[config.mk]
export PLATFORM = sky130hd
export DESIGN_NAME = lut_delay_pipeline_flat
export DESIGN_NICKNAME = d
export VERILOG_FILES = /design/src/rtl/lut_delay_pipeline_if.sv /design/src/rtl/lut_delay_pipeline.sv /design/src/flat_wrapper.sv
export SDC_FILE = /design/constraint.sdc
export NUM_CORES = 1
export LEC_CHECK = 0
export BUFFER_PORTS_ARGS = -buffer_cell sky130_fd_sc_hd__buf_2
export CAP_MARGIN = 20
export CORE_MARGIN = 2
export CORE_UTILIZATION = 29
export CTS_BUF_LIST = sky130_fd_sc_hd__clkbuf_16
export DETAILED_ROUTE_END_ITERATION = 16
export PLACE_DENSITY = 0.49
export SLEW_MARGIN = 10
export SYNTH_ARGS = -nofsm -noshare
export SYNTH_HDL_FRONTEND = slang
export SYNTH_SLANG_ARGS = --single-unit
[constraint.sdc]
create_clock -name clk -period 2.6 [get_ports clk]
set_input_delay 0.13 -clock clk [delete_from_list [all_inputs] [get_ports clk]]
set_output_delay 0.13 -clock clk [all_outputs]
set_load 0.05 [all_outputs]
[src/rtl/lut_delay_pipeline_if.sv]
// Bundle of the stream, LUT-write, threshold and sticky-flag signals of
// lut_delay_pipeline. Clock and reset stay outside as plain ports.
// The master side drives the index stream and the control inputs.
// The slave side is the pipeline itself.
interface lut_delay_pipeline_if #(
  parameter int DATA_W = 8,
  parameter int IDX_W  = 2,
  parameter int CNT_W  = 16
);

  // Index stream into the pipeline
  logic [IDX_W-1:0]  in_idx;
  logic              in_vld;
  logic              in_rd;

  // LUT data stream out of the pipeline
  logic [DATA_W-1:0] out_data;
  logic              out_vld;
  logic              out_rd;

  // Runtime LUT write port
  logic              wr_en;
  logic [IDX_W-1:0]  wr_addr;
  logic [DATA_W-1:0] wr_data;

  // Threshold comparator on the output data
  logic [DATA_W-1:0] cmp_thr;
  logic              out_ge_thr;

  // Sticky event flag
  logic              sticky_set;
  logic              sticky_clr;
  logic              sticky;

  // Count of accepted input transfers
  logic [CNT_W-1:0]  acc_cnt;

  modport master (
    output in_idx, in_vld, out_rd,
    output wr_en, wr_addr, wr_data,
    output cmp_thr, sticky_set, sticky_clr,
    input  in_rd, out_data, out_vld, out_ge_thr, sticky, acc_cnt
  );

  modport slave (
    input  in_idx, in_vld, out_rd,
    input  wr_en, wr_addr, wr_data,
    input  cmp_thr, sticky_set, sticky_clr,
    output in_rd, out_data, out_vld, out_ge_thr, sticky, acc_cnt
  );

endinterface

[src/rtl/lut_delay_pipeline.sv]
// Index delay line feeding a writable lookup table with a registered read.
// Each index travels through DELAY valid-tagged stages, then addresses the
// LUT. The whole pipeline stalls as one unit when the output is held, and
// bubbles travel through it without being collapsed.
// Side functions: a runtime LUT write port (read-before-write on the same
// edge), an unsigned threshold compare on the output, a sticky event flag
// and a wrapping count of accepted input transfers.
module lut_delay_pipeline #(
  parameter int DATA_W = 8,
  parameter int IDX_W  = 2,
  parameter int DELAY  = 2,
  parameter int CNT_W  = 16
) (
  input  logic                 clk,
  input  logic                 rst_n,
  lut_delay_pipeline_if.slave  bus
);

  localparam int LUT_N = 1 << IDX_W;

  typedef struct packed {
    logic             vld;
    logic [IDX_W-1:0] idx;
  } stage_t;

  typedef logic [DATA_W-1:0] lut_t [LUT_N];

  // Power-up table contents: entry k holds k, truncated to DATA_W bits.
  function automatic lut_t lut_init();
    lut_t tbl;
    for (int k = 0; k < LUT_N; k++) begin
      tbl[k] = DATA_W'(k);
    end
    return tbl;
  endfunction

  lut_t              lut_mem = lut_init();
  stage_t            stage_q [DELAY];
  logic [DATA_W-1:0] out_data_q;
  logic              out_vld_q;
  logic              sticky_q;
  logic [CNT_W-1:0]  acc_cnt_q;
  logic              en;
  logic              accept;

  // The pipeline moves only when the output register is empty or being
  // drained. The same signal is the input ready.
  assign en     = !out_vld_q || bus.out_rd;
  assign accept = bus.in_vld && en;

  // Index delay stages and the registered LUT read, all gated by en
  // NOTE: every register is updated with <= so that all stages sample the
  // pre-edge values of their neighbours and shift as a unit.
  always_ff @(posedge clk) begin
    if (!rst_n) begin
      for (int n = 0; n < DELAY; n++) begin
        stage_q[n] <= '0;
      end
      out_data_q <= '0;
      out_vld_q  <= 1'b0;
    end else if (en) begin
      stage_q[0] <= stage_t'({bus.in_vld, bus.in_idx});
      for (int n = 1; n < DELAY; n++) begin
        stage_q[n] <= stage_q[n-1];
      end
      out_data_q <= lut_mem[stage_q[DELAY-1].idx];
      out_vld_q  <= stage_q[DELAY-1].vld;
    end
  end

  // LUT write port. It runs even while stalled or in reset. A read of the
  // same entry on the same edge sees the old value.
  // NOTE: the table has no reset branch. Its contents must survive rst_n,
  // and leaving the reset out also lets the array map onto plain RAM or
  // distributed LUT storage.
  always_ff @(posedge clk) begin
    if (bus.wr_en) begin
      lut_mem[bus.wr_addr] <= bus.wr_data;
    end
  end

  // Sticky flag (set wins over clear) and the wrapping accept counter
  always_ff @(posedge clk) begin
    if (!rst_n) begin
      sticky_q  <= 1'b0;
      acc_cnt_q <= '0;
    end else begin
      sticky_q <= bus.sticky_set || (sticky_q && !bus.sticky_clr);
      if (accept) begin
        acc_cnt_q <= acc_cnt_q + CNT_W'(1);
      end
    end
  end

  assign bus.in_rd      = en;
  assign bus.out_data   = out_data_q;
  assign bus.out_vld    = out_vld_q;
  assign bus.out_ge_thr = (out_data_q >= bus.cmp_thr);
  assign bus.sticky     = sticky_q;
  assign bus.acc_cnt    = acc_cnt_q;

endmodule

[src/flat_wrapper.sv]
// flat-port wrapper written by rule: the top's interface ports become plain ports
module lut_delay_pipeline_flat 
#(
  parameter int DATA_W = 8,
  parameter int IDX_W  = 2,
  parameter int DELAY  = 2,
  parameter int CNT_W  = 16
)
  (clk, rst_n, bus_in_idx, bus_in_vld, bus_out_rd, bus_wr_en, bus_wr_addr, bus_wr_data, bus_cmp_thr, bus_sticky_set, bus_sticky_clr, bus_in_rd, bus_out_data, bus_out_vld, bus_out_ge_thr, bus_sticky, bus_acc_cnt);
  lut_delay_pipeline_if #(.DATA_W(DATA_W), .IDX_W(IDX_W), .CNT_W(CNT_W)) bus_i ();
  input  logic clk;
  input  logic rst_n;
  input wire logic [$bits(bus_i.in_idx)-1:0] bus_in_idx;
  input wire logic [$bits(bus_i.in_vld)-1:0] bus_in_vld;
  input wire logic [$bits(bus_i.out_rd)-1:0] bus_out_rd;
  input wire logic [$bits(bus_i.wr_en)-1:0] bus_wr_en;
  input wire logic [$bits(bus_i.wr_addr)-1:0] bus_wr_addr;
  input wire logic [$bits(bus_i.wr_data)-1:0] bus_wr_data;
  input wire logic [$bits(bus_i.cmp_thr)-1:0] bus_cmp_thr;
  input wire logic [$bits(bus_i.sticky_set)-1:0] bus_sticky_set;
  input wire logic [$bits(bus_i.sticky_clr)-1:0] bus_sticky_clr;
  output wire logic [$bits(bus_i.in_rd)-1:0] bus_in_rd;
  output wire logic [$bits(bus_i.out_data)-1:0] bus_out_data;
  output wire logic [$bits(bus_i.out_vld)-1:0] bus_out_vld;
  output wire logic [$bits(bus_i.out_ge_thr)-1:0] bus_out_ge_thr;
  output wire logic [$bits(bus_i.sticky)-1:0] bus_sticky;
  output wire logic [$bits(bus_i.acc_cnt)-1:0] bus_acc_cnt;
  assign bus_i.in_idx = bus_in_idx;
  assign bus_i.in_vld = bus_in_vld;
  assign bus_i.out_rd = bus_out_rd;
  assign bus_i.wr_en = bus_wr_en;
  assign bus_i.wr_addr = bus_wr_addr;
  assign bus_i.wr_data = bus_wr_data;
  assign bus_i.cmp_thr = bus_cmp_thr;
  assign bus_i.sticky_set = bus_sticky_set;
  assign bus_i.sticky_clr = bus_sticky_clr;
  assign bus_in_rd = bus_i.in_rd;
  assign bus_out_data = bus_i.out_data;
  assign bus_out_vld = bus_i.out_vld;
  assign bus_out_ge_thr = bus_i.out_ge_thr;
  assign bus_sticky = bus_i.sticky;
  assign bus_acc_cnt = bus_i.acc_cnt;
  lut_delay_pipeline #(.DATA_W(DATA_W), .IDX_W(IDX_W), .DELAY(DELAY), .CNT_W(CNT_W)) u_core (.clk(clk), .rst_n(rst_n), .bus(bus_i));
endmodule
==> load_flow_metrics.sql <==
INSERT INTO impl_metrics (metric_group, metric, value, unit) VALUES
('drt', 'postRouteAntennaNets', '0', ''),
('sta', 'final_critical_path_setup_slack', '0.652', 'ns'),
('hold_path', 'worst_hold_startpoint', 'bus_sticky_set', ''),
('sta', 'max_freq', '513', 'MHz'),
('synthesis', 'synth.top_cells.by_count', '38 x sky130_fd_sc_hd__edfxtp_1, 26 x sky130_fd_sc_hd__dfxtp_1, 23 x sky130_fd_sc_hd__nand2_1', ''),
('synthesis', 'yosys_most_used_dff', 'sky130_fd_sc_hd__edfxtp_1', ''),
('layout', 'postLayoutCoreUtil', '36.7', '%'),
('drt', 'met2_wirelength', '2590', 'um'),
('synthesis', 'synthesis.area', '2690', 'um2'),
('sta', 'rsz0062_at_grt', 'false', ''),
('floorplan', 'chipWidth', '100', 'um'),
('synthesis', 'post_synth_inst_count', '216', ''),
('floorplan', 'ios', '55', ''),
('layout', 'final-instance-count-excl-fill', '391', ''),
('synthesis', 'synth.most_common_cell', 'sky130_fd_sc_hd__edfxtp_1', ''),
('drt', 'wirelength', '5360', 'um'),
('synthesis', 'synth.yosys.warnings', '0', ''),
('status', 'run_status', 'complete, no violations', ''),
('layout', 'drive_gt1_share', '31.1', '%'),
('placed_design', 'placement.cell_area', '3070', 'um2'),
('grt', 'antenna_found_initial', '0', ''),
('drt', 'topRoutingLayerUsed', 'met4', ''),
('sta', 'setup_viol', '0', ''),
('sta', 'slew_viol_final', '0', ''),
('sta', 'fin_hold_ws', '0.0238', 'ns'),
('synthesis', 'netlist.top_cell.by_area', 'sky130_fd_sc_hd__edfxtp_1', ''),
('run', 'drv_cap', '0', ''),
('grt', 'first_global_vias', '1729', ''),
('clock_tree', 'cts_tree', 'done', ''),
('setup_path', 'endpoint_kind', 'output pin', ''),
('drt', 'drt-wirelength-per-cell', '13.7', 'um'),
('grt', 'track_usage', '11.3', '%'),
('placed_design', 'io_buffer_count', '54', ''),
('synthesis', 'synth.avg_cell_area', '12.4', 'um2'),
('drt', 'drt_iter0_drc', '53', ''),
('power_and_ir_drop', 'power.ir.vdd_worst', '0.281', 'mV'),
('synthesis', 'synth-edff-count', '38', ''),
('drt', 'drc_errors', '0', ''),
('power_and_ir_drop', 'p_total', '2.45', 'mW'),
('setup_path', 'path_cells', 'inv_1 > ha_1 > nand2b_1 > a21o_1 > a211oi_1 > o31ai_1 > buf_2', ''),
('hold_path', 'min_path_type', 'in -> reg', ''),
('sta', 'fin_tns_setup', '0', 'ns'),
('layout', 'nFillCells', '922', ''),
('clock_tree', 'ctsLongestPathBuffers', '2', ''),
('hold_path', 'worst_hold_path.endpoint', 'u_core.bus.sticky', ''),
('setup_path', 'timing.critical_path.max_delay_family', 'compound AO/OA/AOI/OAI gates', ''),
('drt', 'routed_met3_length', '213', 'um'),
('floorplan', 'die_area', '10100', 'um2'),
('sta', 'final.min_clock_period', '1.95', 'ns'),
('setup_path', 'worst-endpoint-arrival', '1.82', 'ns'),
('layout', 'antenna_cells_inserted', '0', ''),
('hold_path', 'whs_path_depth', '3', ''),
('power_and_ir_drop', 'power_per_cell_area', '732', 'nW/um2'),
('clock_tree', 'htree_levels', '3', ''),
('setup_path', 'critical_path_fanouts_max', '3', ''),
('sta', 'fin_crit_sh', '74.9', '%'),
('sta', 'worst_slew_margin_rel', '47.7', '%'),
('synthesis', 'yosys-top-cells-area', 'sky130_fd_sc_hd__edfxtp_1 42%, sky130_fd_sc_hd__dfxtp_1 19%, sky130_fd_sc_hd__mux4_2 6.7%', ''),
('drt', 'dr_total_vias', '1764', ''),
('synthesis', 'yosysUniqueCellTypes', '34', ''),
('placed_design', 'post-place-cells', '375', ''),
('placed_design', 'dp_hpwl', '3800', 'um'),
('floorplan', 'start_util', '29.5', '%'),
('layout', 'nNetsFinal', '311', ''),
('clock_tree', 'clock_insertion_delay_worst_skew', '0.32', 'ns'),
('setup_path', 'cp_num_buf_inv', '2', ''),
('setup_path', 'critPathLaunchType', 'flip-flop', ''),
('synthesis', 'synth-async-reset-ratio', '0', '%'),
('setup_path', 'cpPeakStageDelay', '0.34', 'ns'),
('grt', 'overflow_left_after_global_routing', '0', ''),
('placed_design', 'placement.setup.worst_slack', '0.913', 'ns');
-- layer usage --
| metal | up-vias | global-route usage [%] |
|---|---|---|
| li1 | 902 | - |
| met4 | 0 | 3.16 |
| met5 | - | 0 |
| met2 | 35 | 16.8 |
| met1 | 825 | 15.7 |
| met3 | 2 | 4.18 |
-- layout by cell type (no fill, tap or decap), types with 2 or more instances in the layout --
| cell | synthesis | final |
|---|---|---|
| sky130_fd_sc_hd__dfxtp_1 | 26 | 26 |
| sky130_fd_sc_hd__mux4_2 | 8 | 8 |
| sky130_fd_sc_hd__buf_2 | 2 | 54 |
| sky130_fd_sc_hd__o31ai_1 | 2 | 2 |
| sky130_fd_sc_hd__ha_1 | 9 | 9 |
| sky130_fd_sc_hd__a21o_1 | 3 | 3 |
| sky130_fd_sc_hd__nand2_1 | 23 | 23 |
| sky130_fd_sc_hd__nand3_1 | 7 | 7 |
| sky130_fd_sc_hd__o21ai_0 | 8 | 8 |
| sky130_fd_sc_hd__clkinv_1 | 1 | 2 |
| sky130_fd_sc_hd__clkbuf_16 | 0 | 9 |
| sky130_fd_sc_hd__inv_1 | 12 | 12 |
| sky130_fd_sc_hd__and2_1 | 2 | 2 |
| sky130_fd_sc_hd__buf_4 | 0 | 2 |
| sky130_fd_sc_hd__clkinv_2 | 0 | 2 |
| sky130_fd_sc_hd__a21oi_1 | 20 | 20 |
| sky130_fd_sc_hd__xor2_1 | 5 | 5 |
| sky130_fd_sc_hd__and3_1 | 7 | 7 |
| sky130_fd_sc_hd__or3_1 | 8 | 8 |
| sky130_fd_sc_hd__clkinv_4 | 0 | 2 |
| sky130_fd_sc_hd__and3_4 | 2 | 2 |
| sky130_fd_sc_hd__nor2_1 | 12 | 12 |
| sky130_fd_sc_hd__edfxtp_1 | 38 | 38 |
| sky130_fd_sc_hd__nand4_1 | 3 | 3 |
-- tightest hold or removal path: stages --
cell and delay [ns]:
sky130_fd_sc_hd__buf_2 0.07, sky130_fd_sc_hd__a21oi_1 0.03, sky130_fd_sc_hd__nor2_1 0.07
-- cell type report --
cell class	count	area (um2)	share of cell area, %
clock buffers	9	225	6.73
clock inverters	7	47.5	1.42
inverters	14	55.1	1.65
multi-input cells	130	932	27.9
flip-flops and latches	64	1660	49.7
well taps	111	139	4.15
repair buffers	56	285	8.53
-- cell families after synthesis --
group           after synthesis  share of synthesized area [%]
buf+inv                      22                           3.54
simple gates                 73                           14.9
xor+xnor                      6                           1.95
flops                        64                           61.8
compound gates               34                           6.89
fa+ha+maj                     9                           4.19
mux                           8                           6.70
-- flip-flops by register name (all words and copies together) (netlist names) --
signal / count
u_core.bus.acc_cnt: 16
u_core.bus.out_data: 8
u_core.bus.out_vld: 1
u_core.bus.sticky: 1
u_core.lut_mem: 32
u_core.stage_q: 6
-- where the power goes --
group / switching, mW / leakage, nW / internal (mW) / total [mW]
Clock: 0.432 / 0.133 / 0.643 / 1.08
Sequential: 0.0278 / 0.577 / 1.12 / 1.15
Combinational: 0.143 / 0.673 / 0.0797 / 0.223
Total: 0.603 / 1.38 / 1.85 / 2.45
-- worst max-delay path by stage --
| stage | from | to | slack [ns] | depth (start not counted) |
|---|---|---|---|---|
| final | u_core.bus.out_data[0] | bus_out_ge_thr | 0.65 | 7 |
| after global routing | u_core.bus.out_data[0] | bus_out_ge_thr | 0.49 | 7 |
| after CTS | u_core.bus.out_data[0] | bus_out_ge_thr | 0.63 | 7 |
| after detailed placement | u_core.bus.out_vld | u_core.bus.acc_cnt[15] | 0.91 | 6 |
| after global placement | u_core.bus.out_vld | u_core.bus.acc_cnt[15] | 0.95 | 6 |
| after floorplan | u_core.bus.out_data[0] | bus_out_ge_thr | 0.05 | 6 |
(Power assumes the default switching activity.)
